### src/rtl/sensor_drain_sched.sv
// Round-robin drain scheduler: grants one sensor FIFO at a time, reads up to
// BURST_LEN words from it and forwards each on a tagged valid/ready stream.
module sensor_drain_sched #(
  parameter int NUM_CH     = 4,
  parameter int CH_W       = 2,
  parameter int DATA_WIDTH = 8,
  parameter int BURST_LEN  = 8,
  parameter int BEAT_W     = 4
) (
  input  logic                         clk,
  input  logic                         rst_n,
  input  logic [NUM_CH-1:0]            ch_en,
  input  logic [NUM_CH-1:0]            fifo_empty,
  input  logic [NUM_CH*DATA_WIDTH-1:0] fifo_rd_data,
  output logic [NUM_CH-1:0]            fifo_rd_en,
  output logic                         m_valid,
  input  logic                         m_ready,
  output logic [DATA_WIDTH-1:0]        m_data,
  output logic [CH_W-1:0]              m_ch,
  output logic                         m_last,
  output logic                         busy
);

  // Stream handshake: a word transfers on any edge where m_valid & m_ready;
  // m_data/m_ch/m_last stay stable while m_valid is high and m_ready is low.

  typedef enum logic [2:0] {IDLE, ISSUE, CAPTURE, SETTLE, SEND} state_t;

  state_t              state;
  logic [CH_W-1:0]     gnt;
  logic [CH_W-1:0]     rr_ptr;
  logic [BEAT_W-1:0]   beat;
  logic [NUM_CH-1:0]   cand;
  logic [CH_W-1:0]     pick;
  logic [NUM_CH-1:0]   pick_oh;
  logic [NUM_CH-1:0]   gnt_oh;

  // Scan downward so the nearest requester after rr_ptr is the final writer.
  always_comb begin
    cand    = ch_en & ~fifo_empty;
    pick    = '0;
    pick_oh = '0;
    gnt_oh  = '0;
    for (int i = NUM_CH; i >= 1; i--) begin
      if (cand[(int'(rr_ptr) + i) % NUM_CH]) begin
        pick = CH_W'((int'(rr_ptr) + i) % NUM_CH);
      end
    end
    pick_oh[pick] = 1'b1;
    gnt_oh[gnt]   = 1'b1;
  end

  always_ff @(posedge clk) begin
    if (!rst_n) begin
      state      <= IDLE;
      gnt        <= '0;
      rr_ptr     <= CH_W'(NUM_CH - 1);
      beat       <= '0;
      fifo_rd_en <= '0;
      m_valid    <= 1'b0;
      m_data     <= '0;
      m_ch       <= '0;
      m_last     <= 1'b0;
      busy       <= 1'b0;
    end else begin
      case (state)
        IDLE: begin
          if (|cand) begin
            gnt        <= pick;
            m_ch       <= pick;
            beat       <= '0;
            fifo_rd_en <= pick_oh;
            busy       <= 1'b1;
            state      <= ISSUE;
          end
        end
        ISSUE: begin
          fifo_rd_en <= '0;
          state      <= CAPTURE;
        end
        CAPTURE: begin
          m_data <= fifo_rd_data[int'(gnt)*DATA_WIDTH +: DATA_WIDTH];
          beat   <= beat + 1'b1;
          state  <= SETTLE;
        end
        SETTLE: begin
          // The empty flag now includes the read just performed.
          m_last  <= (beat == BEAT_W'(BURST_LEN)) | fifo_empty[gnt] | ~ch_en[gnt];
          m_valid <= 1'b1;
          state   <= SEND;
        end
        SEND: begin
          if (m_ready) begin
            m_valid <= 1'b0;
            if (m_last) begin
              rr_ptr <= gnt;
              busy   <= 1'b0;
              state  <= IDLE;
            end else begin
              fifo_rd_en <= gnt_oh;
              state      <= ISSUE;
            end
          end
        end
        default: begin
          fifo_rd_en <= '0;
          m_valid    <= 1'b0;
          busy       <= 1'b0;
          state      <= IDLE;
        end
      endcase
    end
  end

endmodule
### config.mk
export PLATFORM = sky130hd
export DESIGN_NAME = sensor_drain_sched
export DESIGN_NICKNAME = d
export VERILOG_FILES = /design/src/rtl/sensor_drain_sched.sv
export SDC_FILE = /design/constraint.sdc
export NUM_CORES = 1
export LEC_CHECK = 0
export CORE_ASPECT_RATIO = 1.5
export CORE_MARGIN = 1
export CORE_UTILIZATION = 43
export DETAILED_ROUTE_END_ITERATION = 12
export PLACE_DENSITY = 0.79
export SLEW_MARGIN = 40
export SYNTH_ARGS = -nofsm -noshare
export SYNTH_HDL_FRONTEND = slang
export SYNTH_SLANG_ARGS = --single-unit
### constraint.sdc
create_clock -name clk -period 1.8 [get_ports clk]
set_clock_uncertainty 0.2 [all_clocks]
set_input_delay 0.18 -clock clk [delete_from_list [all_inputs] [get_ports clk]]
set_output_delay 0.18 -clock clk [all_outputs]
set_load 0.02 [all_outputs]
Word level (Yosys, flattened, before mapping)
Cells that the tools add are included.
Widths: inputs -> output; s select.
Cells by class
  $add $sub $neg: 5
  magnitude comparators: 8
  equal/unequal tests: 9
  shifts and indexed selects: 1
  muxes and demuxes: 40
  bitwise logic cells: 12
  reduce and logical (&&, ||, !) cells: 19
Operators with widths (number)
  $shiftx 32x6->8: 1
  $mux 1: 17
  $lt 3x4->1 const B: 4
  $mux 4: 4
  $pmux 3 s5: 1
  $bmux 1 s2: 6
  $pmux 4 s3: 1
  $reduce_or 2->1: 5
  $mux 2: 4
  $ne 2x2->1 const B: 4
  $pmux 4 s2: 1
  $reduce_and 2->1: 4
  $reduce_and 4->1: 2
  $eq 3x2->1 const B: 2
  $lt 2x3->1 const B: 2
  $mux 3: 2
  $pmux 1 s3: 2
  $reduce_or 3->1: 2
  $add 2x1->2 const B: 2
  $add 2x2->2 const B: 2
  $add 4x1->4 const B: 1
  $and 1x1->1 const A: 4
  $and 4x4->4: 1
  $demux 1 s2: 2
  other kinds (12): 18
Storage, ports and cells
  flip-flop bits (word level): 26
  word-level logic and storage cells: 103

Longest topological paths before layout
Gate-level depths: netlist (run 1).
  depth in word-level cells: 16
  depth in mapped cells: 6

Least setup slack after synthesis (run 1)
OpenSTA, ideal clock, no wires.
  path type: register -> register
  start: reg gnt[0]
  end: reg m_data[2]
  setup time: 0.122 ns
  arrival: 1.435 ns
  data required time: 1.478 ns
  setup slack: 0.043 ns
  stages on the path, launching flop included: 5
  period minus slack after synthesis: 1.757 ns
  cells stage by stage: dfxtp_1 buf_2 mux4_2 nand2_1 a21boi_0
On the way
  longest elaborated chain between the ends: 1
RTL lines
  start, declared: RTL line 30  | logic [CH_W-1:0] gnt;
  start signal, assigned: RTL line 69  | gnt <= pick;
  $shiftx 32x6->8: RTL line 82  | m_data <= fifo_rd_data[int'(gnt)*DATA_WIDTH +: DATA_WIDTH];
  end signal, assigned: RTL line 82
  end, declared: RTL line 18  | output logic [DATA_WIDTH-1:0] m_data,
Every way passes these cells.
A chain may end at the register's enable or synchronous reset.

==> metrics, run 1 <==
run status=finished, final reports clean; # rows=26; fillers=275; Setup crit start kind=flip-flop; CTS tree=done; Core Area=3420 sq um; DP Wirelength=3310 um; Inst Count DP=281; Crit. End Element=output pin; Post-Syn Area=1530 sq um; HP Class=reg2reg; R2R Path End=fifo_rd_en[3]; GR Overflow Total=0; area taken by multi-input logic gates=968 sq um; Ports=60; total wire length=4160 um; share of cells above drive strength 1=19.3%; Crit Path Max Fanout=5; H-tree levels=1; Syn-to-layout area delta=56.2%; Total Routing Usage GR=23.4%; Die Y=75.1 um; Final Instance Count excl. Fillers=286; WHS Path Cells=2; worst rel slew slack=75.0%; total number of vias=1514; cts bufs inserted=3; Tmin final=1740 ps; die width=50.7 um; antenna violations before repair=0; reg2reg path depth=5; Vias/cell=5.29; DR pass1 iterations=4; CP Buf/Inv Count=1; Setup Slack @ Placement=-390 ps; post-synth top area share=34.0%; Post-synth EDFFs=0; Die ar.=3810 sq um; Hold Crit Start=m_data[1]; Req. time, crit path=1420 ps; top post-synthesis cells by count=nand2_1, dfxtp_1, a21boi_0, mux4_2, o21ai_0; crit path DAT=1360 ps; max-slew violation count=0; Distinct cells, synth=45; WHS Endpoint=m_data[1]; Bufs on Longest Clock Path=2; DR iter-0 viols=40; Critical Path Max Stage Delay=640 ps; slowest library cell on the worst path=clkdlybuf4s50_1; worst hold slack=257 ps; Hold Vio Cnt, Final=0; Synth Register Bits=26; Mapped Nets=211; Worst Max-Slew Pin Slew=371 ps; max_cap viols=0; vias in the first global route=1455; average wire per standard cell=14.5 um; later-pin clock latency in the skew report=280 ps; fmax=0.575 GHz; most frequent cell after synthesis=nand2_1; Top FF cell, synth=dfxtp_1; first-pass GRT wire length=6580 um; Post-Synthesis Cells=166; Initial Util=44.8%; post-synth top area cell=dfxtp_1; Total Power=1.72 mW; Nets=290; detailed-route DRC error count=0; crit-path cells=clkdlybuf4s50_1; FF/Latch Area=520 sq um; Crit path max-delay family=buffers and inverters; Final WS setup=61.4 ps; CP Class=reg2out; Post-synth ARST share=0%; Antenna diodes=0; antenna viol nets, final=0; Sink Count=26; CTS clk-pin slew, worst paths=90 ps; routability congestion estimate=0.785; Reg2Reg Launch Point=state[1]; Worst IR Drop VDD=0.571 mV; PD cells=720 nW/um^2; Ys Warns=0; FF-to-FF setup slack=90 ps; final setup fails=0; clock root buffer master=clkbuf_8; Syn Area/Cell=9.22 sq um; top area cells in the synthesized netlist=dfxtp_1, mux4_2, nand2_1; Tcrit/Tclk final=96.6%; RSZ-0062 raised after global routing=false; post-synthesis sequential area ratio=34.0%; largest net degree at the start of global routing=27; Leak=0.897 nW; number of I/O port buffers=59
==> layer usage <==
metal | global-route usage (%) | part of all wire [%]
met4 | 11.7 | 2.4
met1 | 26.4 | 40
met3 | 1.82 | 1.9
met2 | 43.9 | 56
met5 | 0 | 0
==> through the flow <==
step	util (%)	instance area (sq um)	setup TNS [ps]
2_1_floorplan	-	1530	0
3_3_place_gp	67.9	2320	-2530
3_5_place_dp	67.9	2320	-2790
4_1_cts	69.9	2390	0
5_1_grt	70.0	2390	0
6_report	70.0	2390	0
==> timing repair <==
| action | CTS | global route |
|---|---|---|
| setup buffers | 1 | 0 |
| hold buffers | 0 | 0 |
| resized for setup | 11 | 1 |
| endpoints found under the setup margin | 5 | 15 |
| pin swaps | 2 | 1 |
| endpoints found under the hold margin | 0 | 0 |
==> worst max path at each step <==
stage,depth (start not counted),end,slack [ps],start
floorplan,4,m_data[2],40,gnt[0]
global placement,7,fifo_rd_en[3],-400,ch_en[0]
detailed placement,7,fifo_rd_en[3],-390,ch_en[0]
CTS,1,m_ch[1],30,gnt[1]
global route,7,state[0],3,ch_en[2]
finish,1,m_ch[1],60,gnt[1]
==> power by group <==
part	internal, mW	total [mW]	switching [mW]
Clock	0.196	0.396	0.200
Combinational	0.359	0.645	0.286
Sequential	0.630	0.678	0.0481
==> cells in the final DEF, fill, tap and decap left out, types with 2 or more instances in the layout <==
master,n
dfxtp_1,26
inv_1,5
o21ai_0,7
nand3_1,6
buf_4,23
nor2b_4,3
and3_1,2
clkdlybuf4s50_1,52
a21oi_1,5
dlygate4sd2_1,7
a21boi_0,8
clkbuf_8,4
nand2b_1,6
a21boi_1,3
nor2b_2,2
nor2b_1,3
nor2_1,5
mux4_2,8
o311ai_0,2
and3b_1,3
nand2_1,28
a31oi_1,3
o21ai_1,4
o31ai_1,2
and2_1,3
ha_1,2
==> cell families after synthesis <==
logic type | count (synthesis) | share of synthesized area (%)
fa+ha+maj | 2 | 1.64
compound gates | 45 | 21.4
xor+xnor | 2 | 1.14
flops | 26 | 34.0
mux | 9 | 13.5
simple gates | 68 | 24.5
buf+inv | 14 | 3.76
==> state kept, by name, indices dropped and copies added (netlist names) <==
name        flops
m_data          8
rr_ptr          2
m_valid         1
beat            4
gnt             2
busy            1
m_last          1
fifo_rd_en      4
state           3
==> area by class of cell <==
class,count,area share (%)
Sequential cell,26,21.8
Clock buffer,4,2.30
Multi-Input combinational cell,126,40.5
Tap cell,42,2.20
Inverter,5,0.785
Timing Repair Buffer,83,32.4
Note: power is estimated with default switching activity, not from simulation.
==> run 2, diff against run 1 <==
--- a/config.mk
+++ b/config.mk
@@ -5,6 +5,7 @@
 export SDC_FILE = /design/constraint.sdc
 export NUM_CORES = 1
 export LEC_CHECK = 0
+export CAP_MARGIN = 20
 export CORE_ASPECT_RATIO = 1.5
 export CORE_MARGIN = 1
 export CORE_UTILIZATION = 43
==> results of run 2 <==
No change in the layout: final DEF, timing and power equal those of run 1.
